$ cat config.mk
export PLATFORM = sky130hd
export DESIGN_NAME = hazard_stall_unit
export DESIGN_NICKNAME = d
export VERILOG_FILES = /design/src/rtl/hazard_stall_unit.sv
export SDC_FILE = /design/constraint.sdc
export NUM_CORES = 1
export LEC_CHECK = 0
export CAP_MARGIN = 20
export CORE_UTILIZATION = 40
export DETAILED_ROUTE_END_ITERATION = 6
export PLACE_DENSITY = 0.64
export REMOVE_ABC_BUFFERS = 1
export SYNTH_ARGS = -nofsm -noshare
export SYNTH_HDL_FRONTEND = slang
export SYNTH_SLANG_ARGS = --single-unit
$ cat constraint.sdc
create_clock -name CLK -period 3.3 [get_ports CLK]
set_clock_uncertainty 0.1 [all_clocks]
set_input_delay 0.66 -clock CLK [delete_from_list [all_inputs] [get_ports CLK]]
set_output_delay 0.66 -clock CLK [all_outputs]
set_load 0.01 [all_outputs]
$ cat src/rtl/hazard_stall_unit.sv
// Pipeline stall/flush controller: load-use bubbles, multi-cycle MUL/DIV hold in EX,
// data-memory freeze, taken-branch flush, and a saturating stall-cycle counter.
module hazard_stall_unit #(
  parameter int unsigned MUL_STALL = 2,
  parameter int unsigned DIV_STALL = 32,
  parameter int unsigned CNT_W     = 32
) (
  input  logic             CLK,
  input  logic             RESET,
  input  logic [4:0]       ADDR_1_ID,
  input  logic [4:0]       ADDR_2_ID,
  input  logic             USES_RS1_ID,
  input  logic             USES_RS2_ID,
  input  logic [4:0]       REG_WRITE_ADDR_EX,
  input  logic             MEM_READ_EN_EX,
  input  logic             MD_OP_EX,
  input  logic             MD_IS_DIV_EX,
  input  logic             BRANCH_TAKEN_EX,
  input  logic             DMEM_BUSY,
  input  logic             STALL_CLR,
  output logic             PC_STALL,
  output logic             IF_ID_STALL,
  output logic             ID_EX_STALL,
  output logic             EX_MEM_STALL,
  output logic             MEM_WB_STALL,
  output logic             ID_EX_BUBBLE,
  output logic             EX_MEM_BUBBLE,
  output logic             IF_ID_FLUSH,
  output logic             MD_BUSY,
  output logic [CNT_W-1:0] STALL_CYCLES
);

  localparam int unsigned CW = 6;
  localparam logic [CW:0] MUL_N = (CW+1)'(MUL_STALL);
  localparam logic [CW:0] DIV_N = (CW+1)'(DIV_STALL);

  typedef enum logic {RUN = 1'b0, MD_WAIT = 1'b1} state_t;

  state_t        fsm;
  logic [CW-1:0] cnt;
  logic          md_release;

  logic [CW:0]   n_sel;
  logic [CW-1:0] cnt_load;
  logic          md_trigger;
  logic          md_stall;
  logic          load_use;

  assign n_sel      = MD_IS_DIV_EX ? DIV_N : MUL_N;
  assign cnt_load   = CW'(n_sel - (CW+1)'(2));
  assign md_trigger = (fsm == RUN) && MD_OP_EX && !md_release && (n_sel != '0);
  assign md_stall   = (fsm == MD_WAIT) || md_trigger;
  assign load_use   = MEM_READ_EN_EX && (REG_WRITE_ADDR_EX != 5'd0) &&
                      ((USES_RS1_ID && (ADDR_1_ID == REG_WRITE_ADDR_EX)) ||
                       (USES_RS2_ID && (ADDR_2_ID == REG_WRITE_ADDR_EX)));

  // Control outputs: freeze > MUL/DIV hold > branch flush > load-use bubble
  always_comb begin
    PC_STALL      = 1'b0;
    IF_ID_STALL   = 1'b0;
    ID_EX_STALL   = 1'b0;
    EX_MEM_STALL  = 1'b0;
    MEM_WB_STALL  = 1'b0;
    ID_EX_BUBBLE  = 1'b0;
    EX_MEM_BUBBLE = 1'b0;
    IF_ID_FLUSH   = 1'b0;
    MD_BUSY       = 1'b0;
    if (!RESET) begin
      if (DMEM_BUSY) begin
        PC_STALL     = 1'b1;
        IF_ID_STALL  = 1'b1;
        ID_EX_STALL  = 1'b1;
        EX_MEM_STALL = 1'b1;
        MEM_WB_STALL = 1'b1;
      end else if (md_stall) begin
        PC_STALL      = 1'b1;
        IF_ID_STALL   = 1'b1;
        ID_EX_STALL   = 1'b1;
        EX_MEM_BUBBLE = 1'b1;
        MD_BUSY       = 1'b1;
      end else if (BRANCH_TAKEN_EX) begin
        IF_ID_FLUSH  = 1'b1;
        ID_EX_BUBBLE = 1'b1;
      end else if (load_use) begin
        PC_STALL     = 1'b1;
        IF_ID_STALL  = 1'b1;
        ID_EX_BUBBLE = 1'b1;
      end
    end
  end

  // MUL/DIV wait sequencing and stall-cycle counter; a freeze holds the sequencer
  always_ff @(posedge CLK or posedge RESET) begin
    if (RESET) begin
      fsm          <= RUN;
      cnt          <= '0;
      md_release   <= 1'b0;
      STALL_CYCLES <= '0;
    end else begin
      if (STALL_CLR) begin
        STALL_CYCLES <= '0;
      end else if (PC_STALL && (STALL_CYCLES != '1)) begin
        STALL_CYCLES <= STALL_CYCLES + CNT_W'(1);
      end

      if (!DMEM_BUSY) begin
        md_release <= 1'b0;
        if (fsm == MD_WAIT) begin
          if (cnt == '0) begin
            fsm        <= RUN;
            md_release <= 1'b1;
          end else begin
            cnt <= cnt - CW'(1);
          end
        end else if (md_trigger) begin
          if (n_sel == (CW+1)'(1)) begin
            md_release <= 1'b1;
          end else begin
            fsm <= MD_WAIT;
            cnt <= cnt_load;
          end
        end
      end
    end
  end

endmodule

==> impl_metrics.py, run 1 <==
metrics = {
    "run_status": {
        "outcome": "finished clean",
    },
    "synthesis": {
        "synth_area_sq_um": 2470,
        "seq_area_frac_synth_pct": 40.6,
        "synth-main-ff-cell": "dfrtp_1",
        "synth_cells": 276,
        "synth_area_leaders": "dfrtp_1 (41%), a21oi_1 (5.5%), o31ai_1 (4.6%)",
        "synth_warnings": 0,
        "synth_edf_count": 0,
        "synth_cell_types": 46,
        "synth-seq-cells": 40,
        "synth_top_area_cell": "dfrtp_1",
        "avgSynthCellArea_sq_um": 8.94,
        "synthArstFlopShare_pct": 100,
        "synth_top_area_share_pct": 40.6,
    },
    "routing": {
        "drt_wl_total_mm": 6.26,
        "ant_nets": 0,
        "routed_via_density": 5.63,
        "drcViolationCount": 0,
        "drtIter0Drc": 82,
        "wire_per_inst_microns": 14.8,
        "first_pass_iters": 4,
        "dr_total_vias": 2377,
    },
    "timing": {
        "finalMaxSlewViolations": 0,
        "maxSlewHeadroom_pct": 66.0,
        "setup_violations": 0,
        "finalHoldViolCount": 0,
        "min_period_ns": 3.19,
        "worstMarginPinSlew_ns": 0.511,
        "timing.final.ws_setup_ns": 0.115,
        "fin_crit_sh_pct": 96.5,
        "fmax_mhz": 314,
        "grt_setup_unrepaired": "false",
    },
    "clock_network": {
        "tritoncts": "built",
        "clkLatencyLatePin_ns": 0.29,
        "clock-root-buffer": "clkbuf_8",
        "clkTransAtPathRegs_ns": 0.07,
        "cts_sinks": 40,
        "cts_inserted_buffers": 5,
        "cts_max_path_buffers": 2,
        "cts-htree-levels": 2,
        "ctsHoldBuffers": 0,
    },
    "global_route": {
        "grt-busiest-layer": "met2",
        "grt_antenna_before_repair": 0,
        "grt_pass1_wl_mm": 10.4,
        "grtUsageMet3_pct": 5.11,
        "grt_max_degree": 41,
        "met2_usage_pct": 34.2,
        "grt_usage_pct": 20.6,
        "grt_overflow_total": 0,
        "gr-usage-met1_pct": 26.7,
        "grt_pass1_vias": 2246,
    },
    "worst_hold_path": {
        "hp-start": "md_release",
        "min-delay-path-class": "register to register",
    },
    "floorplanning": {
        "dieWidth_microns": 80.5,
        "die_h_microns": 80.5,
        "core-area_sq_um": 5920,
        "dieArea_sq_um": 6480,
        "start_util_pct": 41.7,
        "fp-row-count": 28,
        "pin_count": 66,
    },
    "layout": {
        "syn_to_final_growth_pct": 34.1,
        "instances_no_fill": 422,
        "layout-drive-gt1-share_pct": 8.36,
        "nets": 373,
        "n_fill_cell": 545,
        "num_antenna_cells": 0,
    },
    "setup_path": {
        "worstSetupPathType": "primary input to output pin",
        "r2r-start": "fsm",
        "end_kind": "output pin",
        "crit_chain": "clkdlybuf4s50_1, or4_4, o211ai_1, nand2_1, and2_1, dlygate4sd2_1",
        "crit_slowest_cell": "or4_4",
        "crit_required_ns": 2.54,
        "critPathLaunch": "REG_WRITE_ADDR_EX[1]",
        "critPathMaxFanout": 2,
        "cp-start-kind": "primary input",
        "worstPathArrival_ns": 2.43,
        "slowest_delay_ns": 0.56,
    },
    "place": {
        "portBuffers": 65,
        "place_hpwl_mm": 4.45,
        "gp_congestion": 0.758,
        "detailedPlace.worstSlack_ns": -0.0560,
        "dpl.cell_count": 414,
    },
    "power_and_ir_drop": {
        "power.leakage_nw": 1.28,
        "finalPower_mw": 1.12,
        "peakVddDrop_mv": 0.191,
        "p_per_area_nw_per_um2": 340,
    },
    "flow_run": {
        "drv_cap": 0,
    },
}
[cell type report]
cell class,count,area (sq um),area share [%]
Clock buffer,8,90.1,2.72
Inverter,12,45.0,1.36
Multi-Input combinational cell,209,1330,40.2
Sequential cell,40,1000,30.3
Tap cell,75,93.8,2.84
Timing Repair Buffer,78,748,22.6
[where the power goes]
part | internal (mW) | total (mW) | leakage (nW) | switching (mW)
logic | 0.117 | 0.224 | 0.688 | 0.107
clock network | 0.171 | 0.331 | 0.0455 | 0.161
registers | 0.527 | 0.568 | 0.541 | 0.0410
[cells in the final DEF (no fill, tap or decap), drive strengths merged, types with 14 or more instances in the layout]
cell type	count
dfrtp	40
o21ai	15
o31ai	15
or3	15
nand2	22
nand3	14
clkdlybuf4s50	62
nor2	15
a21oi	27
[metal layers]
metal | up-vias | share of wire [%]
li1 | 1176 | -
met1 | 1132 | 46
met2 | 63 | 47
met3 | 6 | 6.1
met4 | 0 | 0.91
met5 | - | 0
[path summary, 6_finish.rpt]
kind / endpoint / slack, ns / cells after the start
worst max-delay path: IF_ID_STALL / 0.11 / 6
worst min-delay path: md_release / 0.39 / 2
worst max register to register: STALL_CYCLES[14] / 0.92 / 7
worst min register to register: md_release / 0.39 / 2
max in group asynchronous: STALL_CYCLES[4] / 1.90 / 3
min in group asynchronous: md_release / 0.84 / 3
[worst max-delay path, delay by kind of cell]
| family | cells | cell delay, ns |
|---|---|---|
| and+or+nand+nor | 3 | 0.82 |
| buffers and inverters | 2 | 0.72 |
| AOI/OAI and AO/OA | 1 | 0.23 |
[Yosys cell counts (4+ instances only)]
cell type  instances
o21ai_0           15
inv_1             12
nand3_1           13
dfrtp_1           40
and4_1             5
nand2_1           22
xnor2_1           11
clkbuf_1           6
nor4_1             4
or3_1             15
o31ai_1           15
nor2b_1            4
nor3_1             4
or4_1             13
nor2_1            15
a21oi_1           27
nand4_1            8
o21a_1             4
[kinds of logic after synthesis]
| family | after synthesis | share of synthesized area [%] |
|---|---|---|
| compound gates | 73 | 18.6 |
| xor+xnor | 13 | 4.62 |
| fa+ha+maj | 2 | 1.01 |
| buf+inv | 27 | 5.63 |
| flops | 40 | 40.6 |
| mux | 3 | 1.27 |
| simple gates | 118 | 28.3 |
[stage by stage]
step | TNS [ns] | cell area (sq um) | hold WS, ns | util (%)
final | 0 | 3310 | 0.393 | 55.9
after detailed placement | -0.111 | 3210 | 0.378 | 54.3
after global placement | -0.0575 | 3210 | 0.376 | 54.3
after CTS | 0 | 3310 | 0.396 | 55.8
after floorplan | 0 | 2370 | 0.351 | -
after global routing | 0 | 3310 | 0.439 | 55.9
[registers in the layout (all words and copies together), names as in the netlist]
register      flops
STALL_CYCLES     32
md_release        1
fsm               1
cnt               6
[repair_timing]
item,in CTS,in global routing
buffers inserted,0,0
gates cloned,0,0
gates resized for setup,3,1
endpoints found under the setup margin,2,1
pin swaps,1,2
No activity file was read; power rests on OpenSTA's default activity.
==> run 2: changes to the inputs <==
Settings changed: GPL_ROUTABILITY_DRIVEN from default to 0.
==> results of run 2 <==
The final DEF is identical to that of run 1; final timing and power are the same.
